[src/rtl/adc_spi_defs.sv]
// Frame-layout definitions shared by both ends of the LTC1407A-style ADC SPI link.
package adc_spi_defs;
  typedef enum logic [1:0] {
    ST_IDLE,
    ST_SHIFT,
    ST_DONE
  } state_t;

  localparam int DATA_W_DEF = 14;
  localparam int GAP_DEF    = 2;

  function automatic int frame_len(input int gap, input int dw);
    return 3 * gap + 2 * dw;
  endfunction

  localparam int FRAME_LEN = frame_len(GAP_DEF, DATA_W_DEF);
endpackage

[src/rtl/sync_edge_det.sv]
// Multi-flop synchronizer with rise/fall pulses on the synchronized level.
module sync_edge_det #(
  parameter int STAGES = 2
) (
  input  logic clk,
  input  logic rst,
  input  logic d,
  output logic rise,
  output logic fall
);
  logic [STAGES-1:0] sr;
  logic              prev;

  always_ff @(posedge clk or negedge rst) begin
    if (!rst) begin
      sr   <= '0;
      prev <= 1'b0;
    end else begin
      sr   <= {sr[STAGES-2:0], d};
      prev <= sr[STAGES-1];
    end
  end

  assign rise = sr[STAGES-1] & ~prev;
  assign fall = ~sr[STAGES-1] & prev;
endmodule

[src/rtl/adc_spi_responder.sv]
// LTC1407A-style dual-channel ADC SPI responder.
// Define ADC_RESP_HIZ_EN to tri-state spi_miso during gap positions.
module adc_spi_responder
  import adc_spi_defs::*;
#(
  parameter int DATA_W      = 14,
  parameter int GAP_CYCLES  = 2,
  parameter int SYNC_STAGES = 2
) (
  input  logic              clk,
  input  logic              rst,
  input  logic              spi_sck,
  input  logic              ad_conv,
  input  logic [DATA_W-1:0] ch0_sample,
  input  logic [DATA_W-1:0] ch1_sample,
  output logic              spi_miso,
  output logic              spi_miso_oe,
  output logic              busy,
  output logic              frame_done
);
  localparam int FLEN = frame_len(GAP_CYCLES, DATA_W);

  localparam logic [5:0] K_LAST = 6'(FLEN - 1);
  localparam logic [5:0] C0_LO  = 6'(GAP_CYCLES);
  localparam logic [5:0] C0_HI  = 6'(GAP_CYCLES + DATA_W);
  localparam logic [5:0] C1_LO  = 6'(2 * GAP_CYCLES + DATA_W);
  localparam logic [5:0] C1_HI  = 6'(2 * GAP_CYCLES + 2 * DATA_W);

  state_t            state;
  logic [5:0]        k;
  logic [DATA_W-1:0] sh0;
  logic [DATA_W-1:0] sh1;

  logic sck_fall;
  logic conv_rise;
  logic sck_rise_unused;
  logic conv_fall_unused;
  logic in_ch0;
  logic in_ch1;

  sync_edge_det #(.STAGES(SYNC_STAGES)) u_sck_sync (
    .clk  (clk),
    .rst  (rst),
    .d    (spi_sck),
    .rise (sck_rise_unused),
    .fall (sck_fall)
  );

  sync_edge_det #(.STAGES(SYNC_STAGES)) u_conv_sync (
    .clk  (clk),
    .rst  (rst),
    .d    (ad_conv),
    .rise (conv_rise),
    .fall (conv_fall_unused)
  );

  assign in_ch0 = (k >= C0_LO) && (k < C0_HI);
  assign in_ch1 = (k >= C1_LO) && (k < C1_HI);

  always_ff @(posedge clk or negedge rst) begin
    if (!rst) begin
      state      <= ST_IDLE;
      k          <= '0;
      sh0        <= '0;
      sh1        <= '0;
      spi_miso   <= 1'b0;
      busy       <= 1'b0;
      frame_done <= 1'b0;
    end else begin
      frame_done <= 1'b0;
      if (conv_rise) begin
        sh0      <= ch0_sample;
        sh1      <= ch1_sample;
        k        <= '0;
        state    <= ST_SHIFT;
        busy     <= 1'b1;
        spi_miso <= 1'b0;
      end else begin
        unique case (state)
          ST_IDLE: begin
            spi_miso <= 1'b0;
          end
          ST_SHIFT: begin
            if (sck_fall) begin
              k <= k + 6'd1;
              unique case (1'b1)
                in_ch0: begin
                  spi_miso <= sh0[DATA_W-1];
                  sh0      <= {sh0[DATA_W-2:0], 1'b0};
                end
                in_ch1: begin
                  spi_miso <= sh1[DATA_W-1];
                  sh1      <= {sh1[DATA_W-2:0], 1'b0};
                end
                default: spi_miso <= 1'b0;
              endcase
              if (k == K_LAST) begin
                state      <= ST_DONE;
                frame_done <= 1'b1;
              end
            end
          end
          ST_DONE: begin
            state    <= ST_IDLE;
            busy     <= 1'b0;
            k        <= '0;
            spi_miso <= 1'b0;
          end
          default: state <= ST_IDLE;
        endcase
      end
    end
  end

`ifdef ADC_RESP_HIZ_EN
  logic oe_q;

  // Enable follows the position being presented, so it tracks spi_miso.
  always_ff @(posedge clk or negedge rst) begin
    if (!rst) begin
      oe_q <= 1'b0;
    end else if (conv_rise) begin
      oe_q <= 1'b0;
    end else if (state == ST_SHIFT) begin
      if (sck_fall) begin
        oe_q <= in_ch0 | in_ch1;
      end
    end else begin
      oe_q <= 1'b0;
    end
  end

  assign spi_miso_oe = oe_q;
`else
  assign spi_miso_oe = 1'b1;
`endif
endmodule

[config.mk]
export PLATFORM = sky130hd
export DESIGN_NAME = adc_spi_responder
export DESIGN_NICKNAME = d
export VERILOG_FILES = /design/src/rtl/adc_spi_defs.sv /design/src/rtl/sync_edge_det.sv /design/src/rtl/adc_spi_responder.sv
export SDC_FILE = /design/constraint.sdc
export NUM_CORES = 1
export LEC_CHECK = 0
export ABC_AREA = 0
export CAP_MARGIN = 15
export CORE_MARGIN = 2
export CORE_UTILIZATION = 52
export CTS_CLUSTER_DIAMETER = 100
export DETAILED_ROUTE_END_ITERATION = 7
export HOLD_SLACK_MARGIN = 0.12
export PLACE_DENSITY_LB_ADDON = 0.2
export SYNTH_ARGS = -nofsm -noshare
export SYNTH_HDL_FRONTEND = slang
export SYNTH_SLANG_ARGS = --single-unit
[constraint.sdc]
create_clock -name clk -period 2.42 [get_ports clk]
set_input_delay 0.484 -clock clk [delete_from_list [all_inputs] [get_ports clk]]
set_output_delay 0.484 -clock clk [all_outputs]
set_load 0.05 [all_outputs]
* Word level (Yosys, flattened, before mapping)
Index checks and enable logic that the tools add are counted.
Cells by class: equal/unequal tests 6, $lt $le $gt $ge 4, reduce and logical (&&, ||, !) cells 16, $add $sub $neg 1, muxes and demuxes 25, bitwise gates (word level) 4
Operators by type and width (count):
- two-way mux 14 bit | 8
- two-way mux 6 bit | 2
- case mux 6 bit (2 select lines) | 1
- nonzero test 2 bit | 5
- AND reduction 3 bit | 3
- two-way mux 1 bit | 8
- adder 6 x 1 -> 6 bit (second input constant) | 1
- equality test 6 bit (second input constant) | 1
- >= comparator 6 x 2 -> 1 bit (second input constant) | 1
- >= comparator 6 x 5 -> 1 bit (second input constant) | 1
- < comparator 6 x 5 -> 1 bit (second input constant) | 1
- < comparator 6 bit (second input constant) | 1
- two-way mux 2 bit | 3
- != test 3 bit (second input constant) | 2
- nonzero test 3 bit | 2
- case mux 1 bit (2 select lines) | 2
- case mux 2 bit (2 select lines) | 1
- AND reduction 2 bit | 2
- AND 1 bit | 2
- equality test 2 x 1 -> 1 bit (second input constant) | 1
- equality test 2 bit (second input constant) | 1
- logical AND 1 bit | 2
- zero test 2 bit | 1
- != test 2 bit (second input constant) | 1
- 2 further kinds | 3
Storage, ports and cells: bits in registers 45, input port bits 32, word-level logic and storage cells 67

* Longest topological paths before layout
Gate-level depths: netlist of run 1.
word-level depth 6, depth in mapped cells 8, depth with buffers taken out 6

* Cells and area by module
From an unflattened synthesis of run 1, not the netlist that was laid out.
Second synthesis, totals: cell total of the unflattened synthesis 224, area, all modules 2357.3 sq um
Modules (own cells, without submodules):
- adc_spi_responder | cells an instance 214, instances 1, sequential area each 975.9 sq um, area an instance 2177.1 sq um
- sync_edge_det | cells an instance 5, instances 2, sequential area each 75.1 sq um, area an instance 90.1 sq um

* Worst setup path before layout of run 1
No wires, ideal clock.
path kind register -> register, from register k[1], to register sh0[10], clock period less this slack 1.719 ns, data arrival time 1.578 ns, setup slack 0.701 ns, data required time 2.279 ns, path buffers 2, stages on the path, launching flop included 8, cell sequence dfrtp_1 > ha_1 > nor4_4 > or4b_1 > buf_2 > buf_6 > nand2_1 > a31oi_1
On the way: longest elaborated chain between the ends 4, elaborated cells on any way between the ends 5
Ends and longest elaborated chain:
- start: declaration | line adc_spi_responder.sv:30 | logic [5:0] k;
- start signal: assignment | line adc_spi_responder.sv:85 | k <= k + 6'd1;
- >= comparator 6 x 2 -> 1 bit / < comparator 6 x 5 -> 1 bit (equally long branches) | line adc_spi_responder.sv:57 | assign in_ch0 = (k >= C0_LO) && (k < C0_HI);
- logical AND 1 bit * | line adc_spi_responder.sv:57
- nonzero test 2 bit (no line) *
- AND reduction 3 bit (no line) *
- end signal: assignment | line adc_spi_responder.sv:72 | sh0 <= ch0_sample;
- end signal: assignment | line adc_spi_responder.sv:89 | sh0 <= {sh0[DATA_W-2:0], 1'b0};
- end: declaration | line adc_spi_responder.sv:31 | logic [DATA_W-1:0] sh0;
Every way passes the cells marked *; elsewhere a longest branch is shown, timed or not. A chain may end at the register's enable or synchronous reset.

* Final worst setup path of run 1
from register state[1], to register sh0[7]
On the way: longest elaborated chain between the ends 3
Ends and longest elaborated chain:
- start: declaration | line adc_spi_responder.sv:29 | state_t state;
- start signal: assignment | line adc_spi_responder.sv:62 | state <= ST_IDLE;
- start signal: assignment | line adc_spi_responder.sv:75 | state <= ST_SHIFT;
- start signal: assignment | line adc_spi_responder.sv:98 | state <= ST_DONE;
- equality test 2 x 1 -> 1 bit | line adc_spi_responder.sv:79 | unique case (state)
- nonzero test 2 bit (no line)
- AND reduction 3 bit (no line)
No other way between the ends.

==> insert_results.sql, run 1 <==
INSERT INTO impl_metrics (metric_group, metric, value, unit) VALUES
('outcome', 'outcome', 'completed', ''),
('grt', 'grt_overflow_total', '0', ''),
('synth', 'synth_nets', '254', ''),
('critical_path', 'critical_path.endpoint_type', 'flop', ''),
('clock_tree', 'post_cts.repair.setup_buffers', '0', ''),
('drt', 'via_count', '1513', ''),
('floorplanning', 'die_height', '66.5', 'um'),
('floorplanning', 'core-area', '0.00372', 'mm^2'),
('synth', 'synthTopCellsByArea', 'dfrtp_1, nand2_1, a31oi_1, nor2_1, ha_1', ''),
('final_layout', 'number_of_nets_in_the_final_layout', '283', ''),
('floorplanning', 'floorplan.initialDensity', '0.547', ''),
('drt', 'drt_iter0_markers', '104', ''),
('place', 'routabilityCongestion', '0.767', ''),
('drt', 'number_of_antenna_violating_nets_in_the_routed_design', '0', ''),
('synth', 'syn_area_per_cell', '9.28', 'um^2'),
('grt', 'grt_max_degree', '35', ''),
('floorplanning', 'die-width', '66.5', 'um'),
('timing', 'slew-limit-headroom', '0.568', ''),
('critical_path', 'critical_path.max_stage_delay', '0.72', 'ns'),
('timing', 'layout_min_cycle_time', '2.00', 'ns'),
('final_layout', 'antennaDiodeCount', '0', ''),
('power', 'power.static_leakage', '1.10', 'nW'),
('synth', 'syn-instance-count', '219', ''),
('drt', 'drt-total-wl', '3.78', 'mm'),
('place', 'hpwlAfterDp', '2.49', 'mm'),
('timing', 'setup_repair_after_global_routing_missed_its_margin', 'no', ''),
('clock_tree', 'clock_tree.root_cell', 'clkbuf_8', ''),
('timing', 'timing.final.max_slew_violations', '0', ''),
('critical_path', 'critPathRequiredTime', '2.58', 'ns'),
('clock_tree', 'clkSinkCount', '45', ''),
('grt', 'grt_first_pass_wirelength', '6.22', 'mm'),
('synth', 'postSynthRegisterBits', '45', ''),
('critical_path', 'path_cells', 'and4bb_1 > or4b_1 > nand2_1 > a31oi_1', ''),
('final_layout', 'syn_to_final_growth', '22.5', '%'),
('drt', 'wl_per_cell', '12.7', 'um'),
('critical_path', 'crit_path_start_kind', 'flop', ''),
('synth', 'synth.yosys.warnings', '0', ''),
('clock_tree', 'clock_tree_from_tritoncts', 'built', ''),
('timing', 'fmaxAchievable', '0.499', 'GHz'),
('synth', 'synth_cell_types', '34', ''),
('grt', 'antenna_found_initial', '0', ''),
('critical_path', 'timing.critical_path.arrival', '2.17', 'ns'),
('timing', 'timing_hold_violations_final', '0', ''),
('power', 'power_per_cell_area', '718', 'mW/mm^2'),
('timing', 'finalSetupViolations', '0', ''),
('power', 'worst_ir_drop_vdd', '383', 'uV'),
('synth', 'ys_seq_area_frac', '0.554', ''),
('grt', 'grt_pass1_vias', '1415', ''),
('synth', 'post_synth_instance_area', '0.00203', 'mm^2'),
('timing', 'skew', '0.00692', 'ns'),
('clock_tree', 'cts_inserted_buffers', '5', ''),
('timing', 'fin_worst_hold_slack', '0.195', 'ns'),
('timing', 'slew_at_the_pin_closest_to_its_max_slew_limit', '0.645', 'ns'),
('critical_path', 'crit_fanout', '14', ''),
('timing', 'layout_worst_path_cycle_share', '0.828', ''),
('drt', 'drt-pass1-iter-count', '4', ''),
('clock_tree', 'clk_transition_reported_paths', '0.08', 'ns'),
('critical_path', 'crit_slowest_cell', 'or4b_1', ''),
('synth', 'synth_largest_area_cell', 'dfrtp_1', ''),
('drt', 'detail_route.vias_per_cell', '5.09', ''),
('flow_run', 'max-cap-violations', '0', ''),
('timing', 'setup-tns-final', '0', 'ns'),
('min_path', 'hp-class', 'input pin to async pin', ''),
('place', 'port_buffers', '34', ''),
('clock_tree', 'worst_skew_pair.late_latency', '0.30', 'ns'),
('drt', 'number_of_design_rule_violations_left_after_detail_routing', '0', ''),
('floorplanning', 'floorplan_row_count', '22', ''),
('grt', 'groute.usage.overall', '0.188', ''),
('synth', 'synth.top_cell.area_share', '0.554', ''),
('clock_tree', 'ctsLongestPathBuffers', '2', ''),
('critical_path', 'setup.worst_path.class', 'flop to flop', ''),
('clock_tree', 'h-tree-depth', '2', ''),
('floorplanning', 'top_level_ports', '36', ''),
('floorplanning', 'dieArea', '0.00443', 'mm^2'),
('clock_tree', 'cts-hold-fix-buffers', '0', ''),
('clock_tree', 'cts_repair_resize_count', '0', ''),
('final_layout', 'layout-drive-gt1-share', '0.0562', '');
-- worst max-delay path, delay by kind of cell (launching register included) --
family          cells  cell delay (ns)
flops               1             0.41
compound gates      1             0.09
simple gates        3             1.37
-- per-stage QoR --
step	area, um^2	cells	utilization	power [mW]	setup WS (ns)
after CTS	2490	297	0.670	1.81	0.414
after detailed placement	2370	289	0.639	1.22	0.433
final	2490	297	0.670	1.79	0.417
after global placement	2370	289	0.639	1.21	0.472
after global routing	2490	297	0.670	1.88	0.299
after floorplan	2030	219	-	1.12	0.701
-- routing by layer --
layer	global-route usage	wire, um
met2	0.285	1610
met1	0.254	1920
met3	0.0642	208
met5	0	0
met4	0.0612	46
-- cell families after synthesis --
logic type | Yosys count | synth area share
buffers and inverters | 19 | 0.0468
AND/OR/NAND/NOR | 111 | 0.248
adder cells (fa/ha/maj) | 3 | 0.0185
other | 1 | 0.00184
XOR/XNOR | 4 | 0.0172
AO/OA/AOI/OAI | 36 | 0.114
flip-flops | 45 | 0.554
-- power breakdown --
group / internal, mW / leakage (nW) / total (mW) / switching (mW)
Combinational: 0.141 / 0.515 / 0.282 / 0.141
Clock: 0.337 / 0.0585 / 0.581 / 0.244
Sequential: 0.855 / 0.523 / 0.926 / 0.0711
-- layout make-up --
cell class / count / area (um^2)
Fill cell: 315 / 1230
Sequential cell: 45 / 1130
Inverter: 4 / 15.0
Clock buffer: 7 / 86.3
Clock inverter: 1 / 30.0
Tap cell: 48 / 60.1
Multi-Input combinational cell: 155 / 815
Timing Repair Buffer: 37 / 358
-- registers in the layout (all words and copies together), names as in the netlist --
name              cells
busy                  1
frame_done            1
k                     6
sh0                  14
sh1                  14
spi_miso              1
state                 2
u_conv_sync.prev      1
u_conv_sync.sr        2
u_sck_sync.prev       1
u_sck_sync.sr         2
-- synth_stat cells, drive strengths merged --
| cell | number |
|---|---|
| nor2 | 34 |
| inv | 4 |
| o2111ai | 1 |
| nand3 | 3 |
| and4bb | 1 |
| nor4b | 1 |
| o32ai | 1 |
| or4b | 1 |
| ha | 3 |
| or4 | 1 |
| a22o | 1 |
| o21ai | 3 |
| nand2 | 60 |
| nand4 | 2 |
| conb | 1 |
| nand2b | 3 |
| clkbuf | 7 |
| nor3b | 1 |
| a21oi | 1 |
| xor2 | 3 |
| nand3b | 1 |
| nor2b | 1 |
| xnor2 | 1 |
| dfrtp | 45 |
| o31a | 1 |
| a31oi | 26 |
| and3b | 1 |
| o22ai | 1 |
| o31ai | 1 |
| buf | 8 |
| nor4 | 1 |
-- final timing paths --
kind / from / end / slack (ns) / depth (start not counted)
setup reg to reg: state[1] / sh0[7] / 0.42 / 4
max in group asynchronous: rst / sh0[11] / 1.64 / 2
hold reg to reg: u_sck_sync.sr[0] / u_sck_sync.sr[1] / 0.36 / 0
hold / removal: rst / k[1] / 0.20 / 1
setup / recovery: state[1] / sh0[7] / 0.42 / 4
min in group clk: u_sck_sync.sr[0] / u_sck_sync.sr[1] / 0.36 / 0
-- layout by cell type, fill, tap and decap left out, types with 2 or more instances in the layout --
cell type and n:
nand2_1 60, dfrtp_1 45, nor2_1 34, nand3_1 3, a31oi_1 26, clkbuf_8 6
o21ai_0 2, xor2_1 3, nand4_1 2, nand2b_1 2, ha_1 3, clkdlybuf4s50_1 33
inv_1 4, buf_4 3
No activity file was read; power rests on OpenSTA's default activity.
==> inputs of run 2 (changes only) <==
clock period = 2 ns   (was 2.42 ns; I/O delays follow)
==> run 2 against run 1 <==
Clock skew down 0.0044 ns. Utilization increased by 0.91 points. Die area is the same. Global-route usage up 0.40 points. Sequential cell count unchanged. First-iteration DRC count up 11%. Design area rose by 1.4%. Setup slack worse by 0.27 ns. Count of clock-buffer cells in the layout is the same. Critical path depth is 3 lower. Worst hold slack better by 0.16 ns. Critical endpoint is now busy.
==> insert_results.sql, run 2 (synthesized netlist as in run 1, its figures left out) <==
INSERT INTO impl_metrics (metric_group, metric, value, unit) VALUES
('clock_tree', 'clkSinkCount', '45', ''),
('grt', 'grt_overflow_total', '0', ''),
('min_path', 'worstHoldPathCells', '0', ''),
('power', 'power.static_leakage', '1.11', 'nW'),
('place', 'routabilityCongestion', '0.749', ''),
('floorplanning', 'dieArea', '0.00443', 'mm^2'),
('timing', 'layout_worst_path_cycle_share', '0.927', ''),
('place', 'hpwlAfterDp', '2.50', 'mm'),
('clock_tree', 'clock_tree.root_cell', 'clkbuf_8', ''),
('critical_path', 'crit_slowest_cell', 'clkdlybuf4s50_1', ''),
('grt', 'grt_first_pass_wirelength', '6.33', 'mm'),
('drt', 'detail_route.vias_per_cell', '5.22', ''),
('floorplanning', 'floorplan_row_count', '22', ''),
('final_layout', 'top_regs', 'sh0: 14 flops, sh1: 14 flops, k: 6 flops', ''),
('critical_path', 'crit_fanout', '2', ''),
('min_path', 'hold_path_end', 'u_sck_sync.sr[1]', ''),
('clock_tree', 'clk_transition_reported_paths', '0.08', 'ns'),
('outcome', 'outcome', 'completed', ''),
('drt', 'via_count', '1561', ''),
('timing', 'slew_at_the_pin_closest_to_its_max_slew_limit', '0.523', 'ns'),
('clock_tree', 'cts_inserted_buffers', '5', ''),
('drt', 'drt-pass1-iter-count', '4', ''),
('critical_path', 'setup.worst_path.class', 'flop to primary output', ''),
('clock_tree', 'clock_tree_from_tritoncts', 'built', ''),
('critical_path', 'critPathRequiredTime', '1.60', 'ns'),
('drt', 'number_of_design_rule_violations_left_after_detail_routing', '0', ''),
('timing', 'skew', '0.00250', 'ns'),
('critical_path', 'timing.reg2reg.worst_path_depth', '5', ''),
('clock_tree', 'h-tree-depth', '2', ''),
('flow_run', 'max-cap-violations', '0', ''),
('grt', 'groute.usage.overall', '0.192', ''),
('timing', 'finalSetupViolations', '0', ''),
('final_layout', 'layout-drive-gt1-share', '0.0637', ''),
('drt', 'wl_per_cell', '12.6', 'um'),
('min_path', 'hp-class', 'flop to flop', ''),
('power', 'power_per_cell_area', '863', 'mW/mm^2'),
('critical_path', 'worstReg2RegEnd', 'sh0[12]', ''),
('power', 'worst_ir_drop_vdd', '598', 'uV'),
('critical_path', 'crit_path_start_kind', 'flop', ''),
('floorplanning', 'top_level_ports', '36', ''),
('place', 'port_buffers', '34', ''),
('final_layout', 'syn_to_final_growth', '24.1', '%'),
('critical_path', 'crit_family', 'buffers and inverters', ''),
('grt', 'antenna_found_initial', '0', ''),
('final_layout', 'final_cell_mix', 'nand2_1, dfrtp_1, nor2_1', ''),
('critical_path', 'critical_path.endpoint_type', 'primary output', ''),
('floorplanning', 'die-width', '66.5', 'um'),
('timing', 'layout_min_cycle_time', '1.85', 'ns'),
('floorplanning', 'core-area', '0.00372', 'mm^2'),
('floorplanning', 'floorplan.initialDensity', '0.547', ''),
('drt', 'drt-total-wl', '3.78', 'mm'),
('critical_path', 'cp.buffers_inverters', '1', ''),
('final_layout', 'layout.cell_area.non_filler', '0.00252', 'mm^2'),
('clock_tree', 'ctsLongestPathBuffers', '2', ''),
('critical_path', 'path_cells', 'clkdlybuf4s50_1', ''),
('critical_path', 'r2r_start', 'k[1]', ''),
('clock_tree', 'post_cts.repair.setup_buffers', '0', ''),
('clock_tree', 'worst_skew_pair.late_latency', '0.30', 'ns'),
('timing', 'fmaxAchievable', '0.539', 'GHz'),
('critical_path', 'r2r_slack', '0.24', 'ns'),
('timing', 'timing.final.max_slew_violations', '0', ''),
('timing', 'setup-tns-final', '0', 'ns'),
('critical_path', 'critical_path.max_stage_delay', '0.80', 'ns'),
('critical_path', 'timing.critical_path.arrival', '1.45', 'ns'),
('place', 'placement.cell_area', '0.00239', 'mm^2'),
('grt', 'grt_max_degree', '48', ''),
('drt', 'number_of_antenna_violating_nets_in_the_routed_design', '0', ''),
('final_layout', 'number_of_nets_in_the_final_layout', '285', ''),
('timing', 'timing_hold_violations_final', '0', ''),
('timing', 'setup_repair_after_global_routing_missed_its_margin', 'no', ''),
('grt', 'grt_pass1_vias', '1358', ''),
('min_path', 'timing.hold.worst.start', 'u_sck_sync.sr[0]', ''),
('drt', 'drt_iter0_markers', '115', ''),
('floorplanning', 'die_height', '66.5', 'um'),
('final_layout', 'antennaDiodeCount', '0', ''),
('final_layout', 'layout_commonest_cell', 'nand2_1', ''),
('timing', 'slew-limit-headroom', '0.650', '');
[run 2: changes by cell type in the layout (fill, tap and decap cells not counted), sizes merged]
cell         delta
buf             +1
dlygate4sd3     +1
[run 2: final cells by class]
type                       instances  area, um^2
fill                             304        1190
sequential                        45        1130
multi-input combinational        155         818
timing repair buffer              39         388
clock buffer                       7        86.3
tap                               48        60.1
clock inverter                     1        30.0
inverter                           4        15.0
[run 2: worst reg2reg max path, cell delays in order, from the launching register on]
cell and delay [ns]:
dfrtp_1 0.50, ha_1 0.25, nor4_4 0.06, or4b_4 0.59, nand2_1 0.12, a31oi_1 0.10
[run 2: power by group]
group	switching (mW)	internal, mW	leakage (nW)
clock network	0.299	0.407	0.0585
registers	0.0831	1.03	0.523
logic	0.176	0.179	0.531
total	0.559	1.62	1.11
[run 2: metal layers]
metal  vias up  share of wire  GRT usage  routed length [um]
met2        34           0.42      0.261                1600
met1       730           0.51      0.287                1920
met5         -              0          0                   0
met4         0          0.017     0.0791                  63
li1        791              -          -                   -
met3         6          0.048     0.0524                 183
[run 2: worst max-delay path by stage]
stage	slack, ns	from	cells after the start	to
global placement	0.13	k[0]	6	sh0[5]
floorplan	0.28	k[1]	7	sh0[10]
finish	0.15	busy	1	busy
global route	0.09	spi_miso	1	spi_miso
CTS	0.08	k[1]	5	sh0[12]
detailed placement	0.09	k[1]	5	sh0[4]
[run 2: through the flow]
step	hold slack [ns]	instances	power [mW]	utilization	setup WS (ns)
6_report	0.355	299	2.18	0.679	0.146
5_1_grt	0.363	299	2.30	0.679	0.0921
4_1_cts	0.360	299	2.20	0.678	0.0763
3_5_place_dp	0.341	290	1.49	0.644	0.0872
3_3_place_gp	0.331	290	1.47	0.644	0.135
2_1_floorplan	0.104	219	1.35	-	0.281
[run 2: what timing repair did]
action,in CTS,in global routing
hold buffers,1,0
resized for setup,0,1
endpoints found under the hold margin,21,0
setup endpoints to repair,0,10
==> inputs of run 3 (changes only) <==
CORE_UTILIZATION = 54   (was 52)
CTS_BUF_LIST = sky130_fd_sc_hd__clkbuf_16   (was unset)
CTS_CLUSTER_SIZE = 10   (was unset)
SYNTH_HIERARCHICAL = 1   (was unset)
==> run 3 against run 2 <==
First-iteration DRC count up 68%. Sequential share of layout area down 6.2 points. Count of clock-buffer cells in the layout down 2. Clock skew up 0.0045 ns. Maximum frequency down 0.49%. Via count up 23%. Non-clock buffer count up 8. Die area up 10%. Total power up 16%. Largest power group unchanged. Highest routed layer unchanged.
==> insert_results.sql, run 3 <==
INSERT INTO impl_metrics (metric_group, metric, value, unit) VALUES
('timing', 'setup_repair_after_global_routing_missed_its_margin', 'no', ''),
('floorplanning', 'floorplan_row_count', '23', ''),
('critical_path', 'r2r_start', 'k[0]', ''),
('drt', 'via_count', '1922', ''),
('synth', 'synth.yosys.warnings', '6', ''),
('timing', 'timing_hold_violations_final', '0', ''),
('grt', 'grt_max_degree', '46', ''),
('timing', 'skew', '0.00698', 'ns'),
('critical_path', 'critPathRequiredTime', '1.60', 'ns'),
('timing', 'layout_worst_path_cycle_share', '0.932', ''),
('floorplanning', 'top_level_ports', '36', ''),
('power', 'clock_power_share', '0.380', ''),
('timing', 'fmaxAchievable', '0.537', 'GHz'),
('clock_tree', 'ctsLongestPathBuffers', '2', ''),
('final_layout', 'number_of_nets_in_the_final_layout', '288', ''),
('place', 'hpwlAfterDp', '3.36', 'mm'),
('drt', 'met1_length', '2.30', 'mm'),
('timing', 'finalSetupViolations', '0', ''),
('final_layout', 'layout-drive-gt1-share', '0.146', ''),
('critical_path', 'critical_path.endpoint_type', 'primary output', ''),
('grt', 'grt_overflow_total', '0', ''),
('final_layout', 'layout_commonest_cell', 'dfrtp_1', ''),
('clock_tree', 'clock_tree_from_tritoncts', 'built', ''),
('clock_tree', 'cts_inserted_buffers', '5', ''),
('critical_path', 'crit_path_start_kind', 'flop', ''),
('clock_tree', 'cts-hold-fix-buffers', '1', ''),
('clock_tree', 'cts_repair_resize_count', '0', ''),
('clock_tree', 'clock_tree.root_cell', 'clkbuf_16', ''),
('synth', 'syn-instance-count', '222', ''),
('final_layout', 'antennaDiodeCount', '0', ''),
('critical_path', 'cp.buffers_inverters', '1', ''),
('floorplanning', 'core-area', '0.00409', 'mm^2'),
('timing', 'timing.final.max_slew_violations', '0', ''),
('timing', 'slew_at_the_pin_closest_to_its_max_slew_limit', '0.596', 'ns'),
('critical_path', 'timing.critical_path.arrival', '1.46', 'ns'),
('grt', 'grt_first_pass_wirelength', '9.12', 'mm'),
('timing', 'layout_min_cycle_time', '1.86', 'ns'),
('critical_path', 'critical_path.max_stage_delay', '0.82', 'ns'),
('drt', 'detail_route.vias_per_cell', '6.32', ''),
('place', 'port_buffers', '34', ''),
('drt', 'number_of_design_rule_violations_left_after_detail_routing', '0', ''),
('synth', 'syn_area_per_cell', '10.6', 'um^2'),
('power', 'design_power_total', '2.52', 'mW'),
('floorplanning', 'dieArea', '0.00488', 'mm^2'),
('power', 'power_frac_seq', '0.435', ''),
('critical_path', 'crit_slowest_cell', 'clkdlybuf4s50_1', ''),
('critical_path', 'setup.worst_path.class', 'flop to primary output', ''),
('final_layout', 'final_cell_count_no_fill', '304', ''),
('synth', 'post_synth_instance_area', '0.00234', 'mm^2'),
('clock_tree', 'clkSinkCount', '45', ''),
('flow_run', 'max-cap-violations', '0', ''),
('final_layout', 'final_cell_mix', 'dfrtp_1, clkdlybuf4s50_1, nand2_1', ''),
('critical_path', 'path_cells', 'clkdlybuf4s50_1', ''),
('clock_tree', 'worst_skew_pair.late_latency', '0.29', 'ns'),
('min_path', 'hp-class', 'flop to flop', ''),
('grt', 'grt_pass1_vias', '1941', ''),
('place', 'post-place-cells', '295', ''),
('critical_path', 'critical_path_depth', '1', ''),
('clock_tree', 'h-tree-depth', '2', ''),
('outcome', 'outcome', 'completed', ''),
('power', 'power.switching', '0.674', 'mW'),
('clock_tree', 'clk_transition_reported_paths', '0.06', 'ns'),
('critical_path', 'crit_fanout', '2', ''),
('timing', 'setup-tns-final', '0', 'ns'),
('final_layout', 'seq_area', '0.00113', 'mm^2'),
('drt', 'routed-wl-met3', '300', 'um'),
('timing', 'fin_worst_hold_slack', '0.348', 'ns'),
('critical_path', 'worst_setup_path_startpoint', 'spi_miso', ''),
('min_path', 'timing.hold.worst.start', 'u_sck_sync/sr[0]', ''),
('final_layout', 'filler_cell_count', '298', ''),
('floorplanning', 'die_height', '69.9', 'um'),
('final_layout', 'multi_input_area', '0.00108', 'mm^2'),
('synth', 'synth_nets', '257', ''),
('power', 'power.combinational.fraction', '0.185', ''),
('power', 'power.static_leakage', '1.15', 'nW'),
('grt', 'groute.usage.overall', '0.236', ''),
('power', 'worst_ir_drop_vdd', '507', 'uV'),
('timing', 'slew-limit-headroom', '0.602', ''),
('place', 'routabilityCongestion', '0.836', ''),
('critical_path', 'crit_family', 'buffers and inverters', ''),
('critical_path', 'r2r_slack', '0.15', 'ns'),
('grt', 'antenna_found_initial', '0', ''),
('power', 'power_per_cell_area', '860', 'mW/mm^2'),
('final_layout', 'syn_to_final_growth', '25.1', '%'),
('drt', 'drt-total-wl', '5.27', 'mm'),
('drt', 'routed-wl-met2', '2.61', 'mm'),
('min_path', 'worstHoldPathCells', '0', ''),
('clock_tree', 'post_cts.repair.setup_buffers', '0', ''),
('drt', 'wl_per_cell', '17.3', 'um'),
('drt', 'drt-pass1-iter-count', '4', ''),
('final_layout', 'top_regs', 'sh0: 14 flops, sh1: 14 flops, k: 6 flops', ''),
('drt', 'routed.top_layer', 'met4', ''),
('drt', 'drt_iter0_markers', '193', ''),
('floorplanning', 'die-width', '69.9', 'um'),
('drt', 'number_of_antenna_violating_nets_in_the_routed_design', '0', ''),
('critical_path', 'timing.reg2reg.worst_path_depth', '6', ''),
('power', 'sw_frac_of_total', '0.268', ''),
('power', 'internal_power', '1.84', 'mW'),
('floorplanning', 'floorplan.initialDensity', '0.573', '');
-- run 3: area by class of cell --
class                           instances  share of cell area
Inverter                                6             0.00769
Multi-Input combinational cell        148               0.370
Clock buffer                            5              0.0427
Clock inverter                          3              0.0162
Timing Repair Buffer                   47               0.157
Tap cell                               50              0.0214
Sequential cell                        45               0.384
-- run 3: path summary, 6_finish.rpt --
| path | to |
|---|---|
| worst max-delay path | spi_miso |
| worst min-delay path | u_sck_sync/sr[1] |
| worst max register to register | sh0[1] |
| worst min register to register | u_sck_sync/sr[1] |
| max in group asynchronous | state[0] |
| min in group asynchronous | sh0[3] |
-- run 3: routing by layer --
metal,up-vias,GRT usage
li1,904,-
met1,944,0.311
met2,67,0.383
met3,7,0.0491
met4,0,0.0919
met5,-,0
-- run 3: stage by stage --
step	utilization	setup slack (ns)	cell area, um^2
final	0.717	0.136	2930
after floorplan	-	0.312	2340
after global routing	0.717	0.0470	2930
after CTS	0.717	0.131	2930
after global placement	0.672	0.304	2750
after detailed placement	0.672	0.189	2750
-- run 3: power by group through the flow --
stage / Sequential, mW / Clock (mW) / Combinational, mW
CTS: 1.10 / 0.973 / 0.470
global route: 1.11 / 1.02 / 0.520
detailed placement: 1.11 / 0 / 0.465
floorplan: 1.09 / 0 / 0.312
global placement: 1.11 / 0 / 0.451
finish: 1.10 / 0.957 / 0.465
